## config.mk

```make
export PLATFORM = sky130hd
export DESIGN_NAME = mem_stage_lsu
export DESIGN_NICKNAME = d
export VERILOG_FILES = /design/src/rtl/mem_stage_lsu.sv
export SDC_FILE = /design/constraint.sdc
export NUM_CORES = 1
export LEC_CHECK = 0
export BUFFER_PORTS_ARGS = -buffer_cell sky130_fd_sc_hd__clkbuf_2
export CAP_MARGIN = 20
export CORE_MARGIN = 2
export CORE_UTILIZATION = 35
export CTS_BUF_LIST = sky130_fd_sc_hd__clkbuf_2
export CTS_CLUSTER_SIZE = 25
export DETAILED_ROUTE_END_ITERATION = 10
export GPL_TIMING_DRIVEN = 0
export PLACE_DENSITY = 0.68
export SLEW_MARGIN = 20
export SYNTH_ARGS = -nofsm -noshare
export SYNTH_HDL_FRONTEND = slang
export SYNTH_SLANG_ARGS = --single-unit
```

## constraint.sdc

```tcl
create_clock -name clk -period 4.3 [get_ports clk]
set_input_delay 0 -clock clk [delete_from_list [all_inputs] [get_ports clk]]
set_output_delay 0 -clock clk [all_outputs]
set_load 0.02 [all_outputs]
```

## src/rtl/mem_stage_lsu.sv

```systemverilog
// MEM-stage load/store unit: formats stores, runs req/gnt/rvalid to data memory, extracts loads.
// Latency: non-memory ops and checked-out faults respond 1 cycle after accept; memory ops take gnt + rvalid wait.
// Backpressure: ex_ready is low while a memory access is outstanding in REQ or RESP; a bounded timeout aborts it.
module mem_stage_lsu #(
    parameter int BUS_TIMEOUT = 255
) (
    input  logic        clk,
    input  logic        rst_n,
    input  logic        ex_valid,
    output logic        ex_ready,
    input  logic [31:0] alu_out,
    input  logic [31:0] store_data,
    input  logic [2:0]  funct3,
    input  logic        is_load,
    input  logic        is_store,
    input  logic [4:0]  rd,
    output logic        dm_req,
    output logic        dm_we,
    output logic [31:0] dm_addr,
    output logic [3:0]  dm_wstrb,
    output logic [31:0] dm_wdata,
    input  logic        dm_gnt,
    input  logic        dm_rvalid,
    input  logic [31:0] dm_rdata,
    output logic        wb_valid,
    output logic [4:0]  wb_rd,
    output logic [31:0] wb_data,
    output logic        exc_valid,
    output logic [1:0]  exc_cause,
    output logic [31:0] exc_addr
);

    localparam logic [1:0] S_IDLE = 2'd0;
    localparam logic [1:0] S_REQ  = 2'd1;
    localparam logic [1:0] S_RESP = 2'd2;

    localparam logic [1:0] CAUSE_MISALIGN = 2'b01;
    localparam logic [1:0] CAUSE_ILLEGAL  = 2'b10;
    localparam logic [1:0] CAUSE_TIMEOUT  = 2'b11;

    // Counter only needs to reach BUS_TIMEOUT-1; abort fires on the edge that would complete the last cycle.
    localparam int            CW       = (BUS_TIMEOUT > 1) ? $clog2(BUS_TIMEOUT + 1) : 1;
    localparam logic [CW-1:0] TMO_LAST = CW'(BUS_TIMEOUT - 1);
    localparam bit            TMO_EN   = (BUS_TIMEOUT != 0);

    logic [1:0]    state_q, state_d;
    logic [CW-1:0] cnt_q, cnt_d;
    logic          req_q, req_d;
    logic          we_q, we_d;
    logic [31:0]   addr_q, addr_d;
    logic [2:0]    f3_q, f3_d;
    logic [4:0]    rd_q, rd_d;
    logic [31:0]   wdata_q, wdata_d;
    logic [3:0]    wstrb_q, wstrb_d;
    logic          wb_valid_q, wb_valid_d;
    logic [4:0]    wb_rd_q, wb_rd_d;
    logic [31:0]   wb_data_q, wb_data_d;
    logic          exc_valid_q, exc_valid_d;
    logic [1:0]    exc_cause_q, exc_cause_d;
    logic [31:0]   exc_addr_q, exc_addr_d;

    logic          is_mem;
    logic          chk_illegal;
    logic          chk_misalign;
    logic [31:0]   st_wdata;
    logic [3:0]    st_wstrb;
    logic [31:0]   ld_shifted;
    logic [31:0]   ld_value;

    // Decode the EX-stage op: legality checks and store lane formatting, ready for capture at accept.
    always_comb begin
        is_mem       = is_load | is_store;
        chk_illegal  = (funct3 == 3'b011) || (funct3[2:1] == 2'b11) || (is_store && funct3[2]);
        chk_misalign = ((funct3[1:0] == 2'b01) && alu_out[0]) ||
                       ((funct3[1:0] == 2'b10) && (alu_out[1:0] != 2'b00));
        case (funct3[1:0])
            2'b00: begin
                st_wdata = {4{store_data[7:0]}};
                st_wstrb = 4'b0001 << alu_out[1:0];
            end
            2'b01: begin
                st_wdata = {2{store_data[15:0]}};
                st_wstrb = 4'b0011 << {alu_out[1], 1'b0};
            end
            default: begin
                st_wdata = store_data;
                st_wstrb = 4'b1111;
            end
        endcase
        if (!is_store) begin
            st_wstrb = 4'b0000;
        end
    end

    // Bring the addressed byte/half to bit 0 and extend according to the captured width/sign.
    always_comb begin
        ld_shifted = dm_rdata >> {addr_q[1:0], 3'b000};
        case (f3_q)
            3'b000:  ld_value = {{24{ld_shifted[7]}}, ld_shifted[7:0]};
            3'b001:  ld_value = {{16{ld_shifted[15]}}, ld_shifted[15:0]};
            3'b100:  ld_value = {24'd0, ld_shifted[7:0]};
            3'b101:  ld_value = {16'd0, ld_shifted[15:0]};
            default: ld_value = ld_shifted;
        endcase
    end

    // Next-state: IDLE accepts/answers ops, REQ waits for grant, RESP waits for load data; both bounded by timeout.
    always_comb begin
        state_d     = state_q;
        cnt_d       = cnt_q;
        req_d       = req_q;
        we_d        = we_q;
        addr_d      = addr_q;
        f3_d        = f3_q;
        rd_d        = rd_q;
        wdata_d     = wdata_q;
        wstrb_d     = wstrb_q;
        wb_valid_d  = 1'b0;
        wb_rd_d     = wb_rd_q;
        wb_data_d   = wb_data_q;
        exc_valid_d = 1'b0;
        exc_cause_d = exc_cause_q;
        exc_addr_d  = exc_addr_q;
        case (state_q)
            S_IDLE: begin
                if (ex_valid) begin
                    if (!is_mem) begin
                        wb_valid_d = 1'b1;
                        wb_rd_d    = rd;
                        wb_data_d  = (rd == 5'd0) ? 32'd0 : alu_out;
                    end else if (chk_illegal) begin
                        exc_valid_d = 1'b1;
                        exc_cause_d = CAUSE_ILLEGAL;
                        exc_addr_d  = alu_out;
                    end else if (chk_misalign) begin
                        exc_valid_d = 1'b1;
                        exc_cause_d = CAUSE_MISALIGN;
                        exc_addr_d  = alu_out;
                    end else begin
                        addr_d  = alu_out;
                        f3_d    = funct3;
                        rd_d    = rd;
                        we_d    = is_store;
                        wdata_d = st_wdata;
                        wstrb_d = st_wstrb;
                        req_d   = 1'b1;
                        cnt_d   = '0;
                        state_d = S_REQ;
                    end
                end
            end
            S_REQ: begin
                if (dm_gnt) begin
                    req_d   = 1'b0;
                    cnt_d   = '0;
                    state_d = we_q ? S_IDLE : S_RESP;
                end else if (TMO_EN && (cnt_q == TMO_LAST)) begin
                    req_d       = 1'b0;
                    exc_valid_d = 1'b1;
                    exc_cause_d = CAUSE_TIMEOUT;
                    exc_addr_d  = addr_q;
                    state_d     = S_IDLE;
                end else if (TMO_EN) begin
                    cnt_d = cnt_q + CW'(1);
                end
            end
            S_RESP: begin
                if (dm_rvalid) begin
                    wb_valid_d = 1'b1;
                    wb_rd_d    = rd_q;
                    wb_data_d  = (rd_q == 5'd0) ? 32'd0 : ld_value;
                    state_d    = S_IDLE;
                end else if (TMO_EN && (cnt_q == TMO_LAST)) begin
                    exc_valid_d = 1'b1;
                    exc_cause_d = CAUSE_TIMEOUT;
                    exc_addr_d  = addr_q;
                    state_d     = S_IDLE;
                end else if (TMO_EN) begin
                    cnt_d = cnt_q + CW'(1);
                end
            end
            default: begin
                req_d   = 1'b0;
                state_d = S_IDLE;
            end
        endcase
    end

    // State and output registers; reset kills any in-flight request immediately.
    always_ff @(posedge clk or negedge rst_n) begin
        if (!rst_n) begin
            state_q     <= S_IDLE;
            cnt_q       <= '0;
            req_q       <= 1'b0;
            we_q        <= 1'b0;
            addr_q      <= 32'd0;
            f3_q        <= 3'd0;
            rd_q        <= 5'd0;
            wdata_q     <= 32'd0;
            wstrb_q     <= 4'd0;
            wb_valid_q  <= 1'b0;
            wb_rd_q     <= 5'd0;
            wb_data_q   <= 32'd0;
            exc_valid_q <= 1'b0;
            exc_cause_q <= 2'd0;
            exc_addr_q  <= 32'd0;
        end else begin
            state_q     <= state_d;
            cnt_q       <= cnt_d;
            req_q       <= req_d;
            we_q        <= we_d;
            addr_q      <= addr_d;
            f3_q        <= f3_d;
            rd_q        <= rd_d;
            wdata_q     <= wdata_d;
            wstrb_q     <= wstrb_d;
            wb_valid_q  <= wb_valid_d;
            wb_rd_q     <= wb_rd_d;
            wb_data_q   <= wb_data_d;
            exc_valid_q <= exc_valid_d;
            exc_cause_q <= exc_cause_d;
            exc_addr_q  <= exc_addr_d;
        end
    end

    assign ex_ready  = (state_q == S_IDLE);
    assign dm_req    = req_q;
    assign dm_we     = we_q;
    assign dm_addr   = {addr_q[31:2], 2'b00};
    assign dm_wstrb  = wstrb_q;
    assign dm_wdata  = wdata_q;
    assign wb_valid  = wb_valid_q;
    assign wb_rd     = wb_rd_q;
    assign wb_data   = wb_data_q;
    assign exc_valid = exc_valid_q;
    assign exc_cause = exc_cause_q;
    assign exc_addr  = exc_addr_q;

endmodule

```

======== Word-level counts from Yosys, hierarchy flattened ========
Cells that the tools add are included.
storage, ports and cells
  bits in registers ....................... 161
  output and inout port bits .............. 144
  word-level logic and storage cells ...... 129
cells by class
  $add $sub $neg .......................... 1
  equal/unequal tests ..................... 20
  shift-type cells ........................ 3
  muxes and demuxes ....................... 66
  bitwise gates (word level) .............. 4
  reduce and logical (&&, ||, !) cells .... 20
operator list
  kind                                                              number
  32-bit two-way mux                                                12
  32-bit one-hot mux with 2 select lines                            2
  32-bit one-hot mux with 4 select lines                            1
  32-bit one-hot mux with 3 select lines                            1
  8-bit two-way mux                                                 7
  32-bit by 5-bit right shift with 32-bit output                    1
  2-bit two-way mux                                                 15
  8-bit one-hot mux with 3 select lines                             1
  6-bit AND reduction                                               3
  1-bit two-way mux                                                 16
  5-bit two-way mux                                                 3
  2-bit inequality test (second input constant)                     7
  2-bit one-hot mux with 3 select lines                             2
  5-bit logical NOT                                                 2
  5-bit one-hot mux with 2 select lines                             1
  8-bit by 1-bit adder with 8-bit output (second input constant)    1
  8-bit == test (second input constant)                             1
  4-bit one-hot mux with 2 select lines                             1
  4-bit AND reduction                                               2
  2-bit == test (second input constant)                             3
  3-bit == test (second input constant)                             2
  1-bit one-hot mux with 3 select lines                             2
  5-bit AND reduction                                               1
  2-bit by 1-bit == test with 1-bit output (second input constant)  2
  other kinds (17)                                                  25

======== Logic depth before layout (Yosys ltp) ========
  depth in word-level cells ............... 8
  gate-level depth with buffers ........... 9

======== Worst setup path after synthesis ========
Ideal clock, no wire load.
  kind .................................... register -> register
  start point ............................. reg state_q[0]
  end point ............................... reg wb_data_q[21] (netlist: wb_data[21])
  setup time .............................. 0.071 ns
  arrival time ............................ 2.150 ns
  path slack .............................. 2.080 ns
  stages on the path, launching flop included .. 10
  path buffers ............................ 3
  period minus slack after synthesis ...... 2.220 ns
  path through ............................ dfrtp_1 > inv_1 > ha_1 > clkbuf_2 > and4bb_1 > o21ai_2 > or4_1 > buf_2 > buf_6 > nand4_1
between the ends
  cells in the longest elaborated chain, start to end .. 3
RTL lines
  what                                                                                 line  text
  from (decl)                                                                          46    logic [1:0] state_q, state_d;
  from (signal assigned)                                                               208   state_q <= state_d;
  2-bit logical NOT *                                                                  --
  net ex_ready                                                                         10    output logic ex_ready,
  2-bit inequality test (no source line) / 2-bit nonzero test (equally long branches)  --
  4-bit AND reduction (no source line)                                                 --
  to (signal assigned)                                                                 219   wb_data_q <= wb_data_d;
  to (decl)                                                                            57    logic [31:0] wb_data_q, wb_data_d;
The timed path passes the listed nets; every way through them passes the cells marked *.
A chain may end at the register's enable or synchronous reset.

======== Final worst setup path ========
  start point ............................. reg state_q[0]
  end point ............................... reg wb_data_q[26] (netlist: wb_data[26])
between the ends
  cells in the longest elaborated chain, start to end .. 3
RTL lines
  what                                                                                 line  text
  2-bit == test / 2-bit logical NOT (equally long branches)                            124   case (state_q)
  2-bit inequality test (no source line) / 2-bit nonzero test (equally long branches)  --
  4-bit AND reduction (no source line)                                                 --
Parallel ways exist; a longest one is shown, timed or not.

==> run_results.csv <==
group,metric,value,unit
run_status,status,"finished, final reports clean",
timing,holdWs,0.0424,ns
min_path,min_path_cells,3,
setup_path,cpMaxStageDelayCell,"dlygate4sd3_1",
yosys,yosysTopAreaCell,"dfrtp_1",
timing,setup_viol,0,
floorplanning,core,23500,um^2
timing,min_period,3.15,ns
clock_network,clock-sinks,161,
place,routabilityCongestion,0.870,
timing,grt_setup_unrepaired,"no",
clock_network,cts_buffer_depth,2,
route,initialDrtViolationCount,481,
power,ir_worst_vdd,0.000346,V
finish,fin_nets,1333,
finish,fin_util,51.0,%
run,drv_cap,0,
route,wl,30300,um
min_path,min_to,"rd_q[2]$_DFFE_PN0P_",
floorplanning,num_rows,56,
setup_path,critPathCaptureType,"flip-flop",
setup_path,cpMostUsedCell,"clkbuf_1",
route,drt-pass1-iter-count,5,
clock_network,h-tree-depth,4,
floorplanning,start_util,35.7,%
yosys,netlist_instances,780,
clock_network,path_clk_slew,0.25,ns
yosys,yosys_warnings,0,
timing,hold_viol,0,
finish,final_area,12000,um^2
yosys,synthArstFlopShare,100,%
timing,setup_tns,0,ns
timing,final.setup_skew,0.0254,ns
power,leakagePower,5.64,nW
route,vias_per_cell,5.16,
route,routedWlPerCell,19.6,um
route,drc,0,
clock_network,cts_tree,"built",
floorplanning,die-width,159,um
setup_path,critPathBufInv,5,
finish,drive_above_1_share,35.3,%
place,port_buffers,249,
yosys,synth_top_area_share,48.1,%
yosys,synth_area_per_cell,10.7,um^2
grt,grt_max_degree,63,
timing,worst_pin_slew,0.955,ns
grt,grt_pass1_vias,8349,
setup_path,r2r_slack,1.15,ns
yosys,ys_seq_area_share,48.1,%
setup_path,path_cells,"inv_1 > ha_1 > clkbuf_2 > and4bb_1 > o21a_1 > clkbuf_1 > clkbuf_1 > nand3_1 > nand4_1 > dlygate4sd3_1",
timing,fin_ws,1.15,ns
grt,grt_first_pass_wirelength,46700,um
setup_path,path_class,"flip-flop to flip-flop",
setup_path,r2r.worst_path.cells,10,
place,placed_cell_area,10100,um^2
yosys,synth_area_leaders,"dfrtp_1 (48%), mux2_2 (11%), mux2i_1 (5.5%)",
place,dp_slack,1.69,ns
setup_path,cp_slowest_stage_delay,0.55,ns
grt,gr-total-overflow,0,
clock_network,numCtsBuffers,17,
yosys,synth_ff_type,"dfrtp_1",
yosys,synth_edf_count,0,
finish,areaGrowthSynthToFinish,42.9,%
power,p_total,8.35,mW
place,place_inst,1351,
grt,track_usage,23.8,%
setup_path,critPathTopFamily,"buffers and inverters",
yosys,synth_cell_types,58,
clock_network,cts_root_buf,"clkbuf_2",
floorplanning,ios,255,
route,ant_nets,0,
setup_path,critPathLaunchType,"flip-flop",
timing,slew_viol_final,0,
clock_network,insertion_delay,0.77,ns
setup_path,required,5.03,ns
place,dp_hpwl,20700,um
yosys,mappedNetlistArea,8380,um^2
setup_path,crit_fanout,10,
finish,layout.cells.non_filler,1548,
timing,fmax,0.318,GHz
min_path,hp-class,"primary input to flip-flop",
route,num_vias,7990,
min_path,hold_path.startpoint,"rd[2]",
setup_path,cp.arrival,3.88,ns
grt,antenna_found_initial,1,
setup_path,r2r_end,"wb_data[26]$_DFFE_PN0P_",
floorplanning,dieArea,25200,um^2
floorplanning,fp.dieH,159,um
timing,finalCritPeriodShare,73.2,%
clock_network,cts_resized,0,
setup_path,reg2reg_from,"state_q[0]$_DFFE_PN0P_",
power,p_per_area,697,nW/um^2
timing,max-slew-margin-rel,36.1,%
yosys,ys_ff_latch,161,
-- worst max-delay path by stage --
stage	end	start	depth (start not counted)	slack, ns
after CTS	wb_data[26]$_DFFE_PN0P_	state_q[1]$_DFFE_PN0P_	10	1.18
after global placement	dm_wdata[4]$_DFFE_PN0P_	rst_n	1	0.22
final	wb_data[26]$_DFFE_PN0P_	state_q[0]$_DFFE_PN0P_	10	1.15
after global routing	wb_data[26]$_DFFE_PN0P_	state_q[0]$_DFFE_PN0P_	10	0.98
after floorplan	wb_data[21]$_DFFE_PN0P_	state_q[0]$_DFFE_PN0P_	9	2.08
after detailed placement	wb_data[28]$_DFFE_PN0P_	state_q[1]$_DFFE_PN0P_	9	1.69
-- cells in the final DEF (no fill, tap or decap), types with 4 or more instances in the layout --
cell type        n
a211o_1          7
a21oi_1         41
a32oi_1          8
buf_1            5
buf_2           21
buf_4           33
buf_6            4
clkbuf_1        25
clkbuf_2       267
clkinv_1         4
dfrtp_1        161
dlygate4sd3_1  164
ha_1             6
inv_1            8
mux2_1          29
mux2_2          84
mux2i_1         46
nand2_1         72
nand3_1         36
nand4_1         18
nor2_1          39
nor2b_1         12
nor3b_1          9
o21ai_0         51
o22ai_1         11
o2bb2ai_1        6
-- metal layers --
metal  track usage, %  vias to the layer above  share of wire [%]
met5                0                        -                  0
met1             28.2                     3898                 41
met2             42.5                      388                 50
met3             5.33                       56                6.3
met4             7.88                        0                2.6
li1                 -                     3648                  -
-- cell usage after synthesis (5+ instances only) --
cell and n:
buf_4 33, buf_2 21, mux2_2 84, a211o_1 7
inv_1 8, nand3_1 36, mux2_1 29, dfrtp_1 161
buf_1 5, nor2b_1 12, nand2_1 72, a21oi_1 41
nor2_1 39, o2bb2ai_1 6, o22ai_1 11, a32oi_1 8
ha_1 6, o21ai_0 51, clkbuf_1 25, nor3b_1 9
nand4_1 18, mux2i_1 46
-- report_power, final --
| part | leakage, nW | total, mW | internal (mW) | switching, mW |
|---|---|---|---|---|
| logic | 3.55 | 4.80 | 2.06 | 2.74 |
| registers | 1.97 | 2.71 | 2.23 | 0.475 |
| clock network | 0.122 | 0.834 | 0.254 | 0.580 |
-- tightest hold or removal path, stage by stage --
cell	delay (ns)
dlygate4sd3_1	0.52
clkbuf_2	0.12
mux2_2	0.14
-- area by class of cell --
cell class              instances  area, um^2
diodes                          2        5.00
well taps                     319         399
fillers                      2079       11500
repair buffers                416        2980
clock inverters                12         120
multi-input cells             523        3810
clock buffers                  18        90.1
plain buffers                  89         515
flip-flops and latches        161        4030
inverters                       8        30.0
-- state kept, by name, summed over array words and instances (netlist names) --
signal,flops
addr_q,32
dm_we,1
exc_addr,32
wb_valid,1
wb_rd,5
dm_wstrb,4
rd_q,5
wb_data,32
exc_cause,2
state_q,2
dm_req,1
cnt_q,8
f3_q,3
exc_valid,1
dm_wdata,32
-- cells by family after synthesis --
group	after synthesis	synth area share, %
DFF	161	48.1
adders and majority gates	6	0.896
muxes	160	20.9
and+or+nand+nor	202	11.7
AOI/OAI and AO/OA	153	11.8
buffers and inverters	97	6.51
other	1	0.0448
-- timing repair --
action / CTS / global route
hold buffers: 162 / 3
buffers inserted: 0 / 0
endpoints found under the hold margin: 321 / 3
No activity file was read; power rests on OpenSTA's default activity.
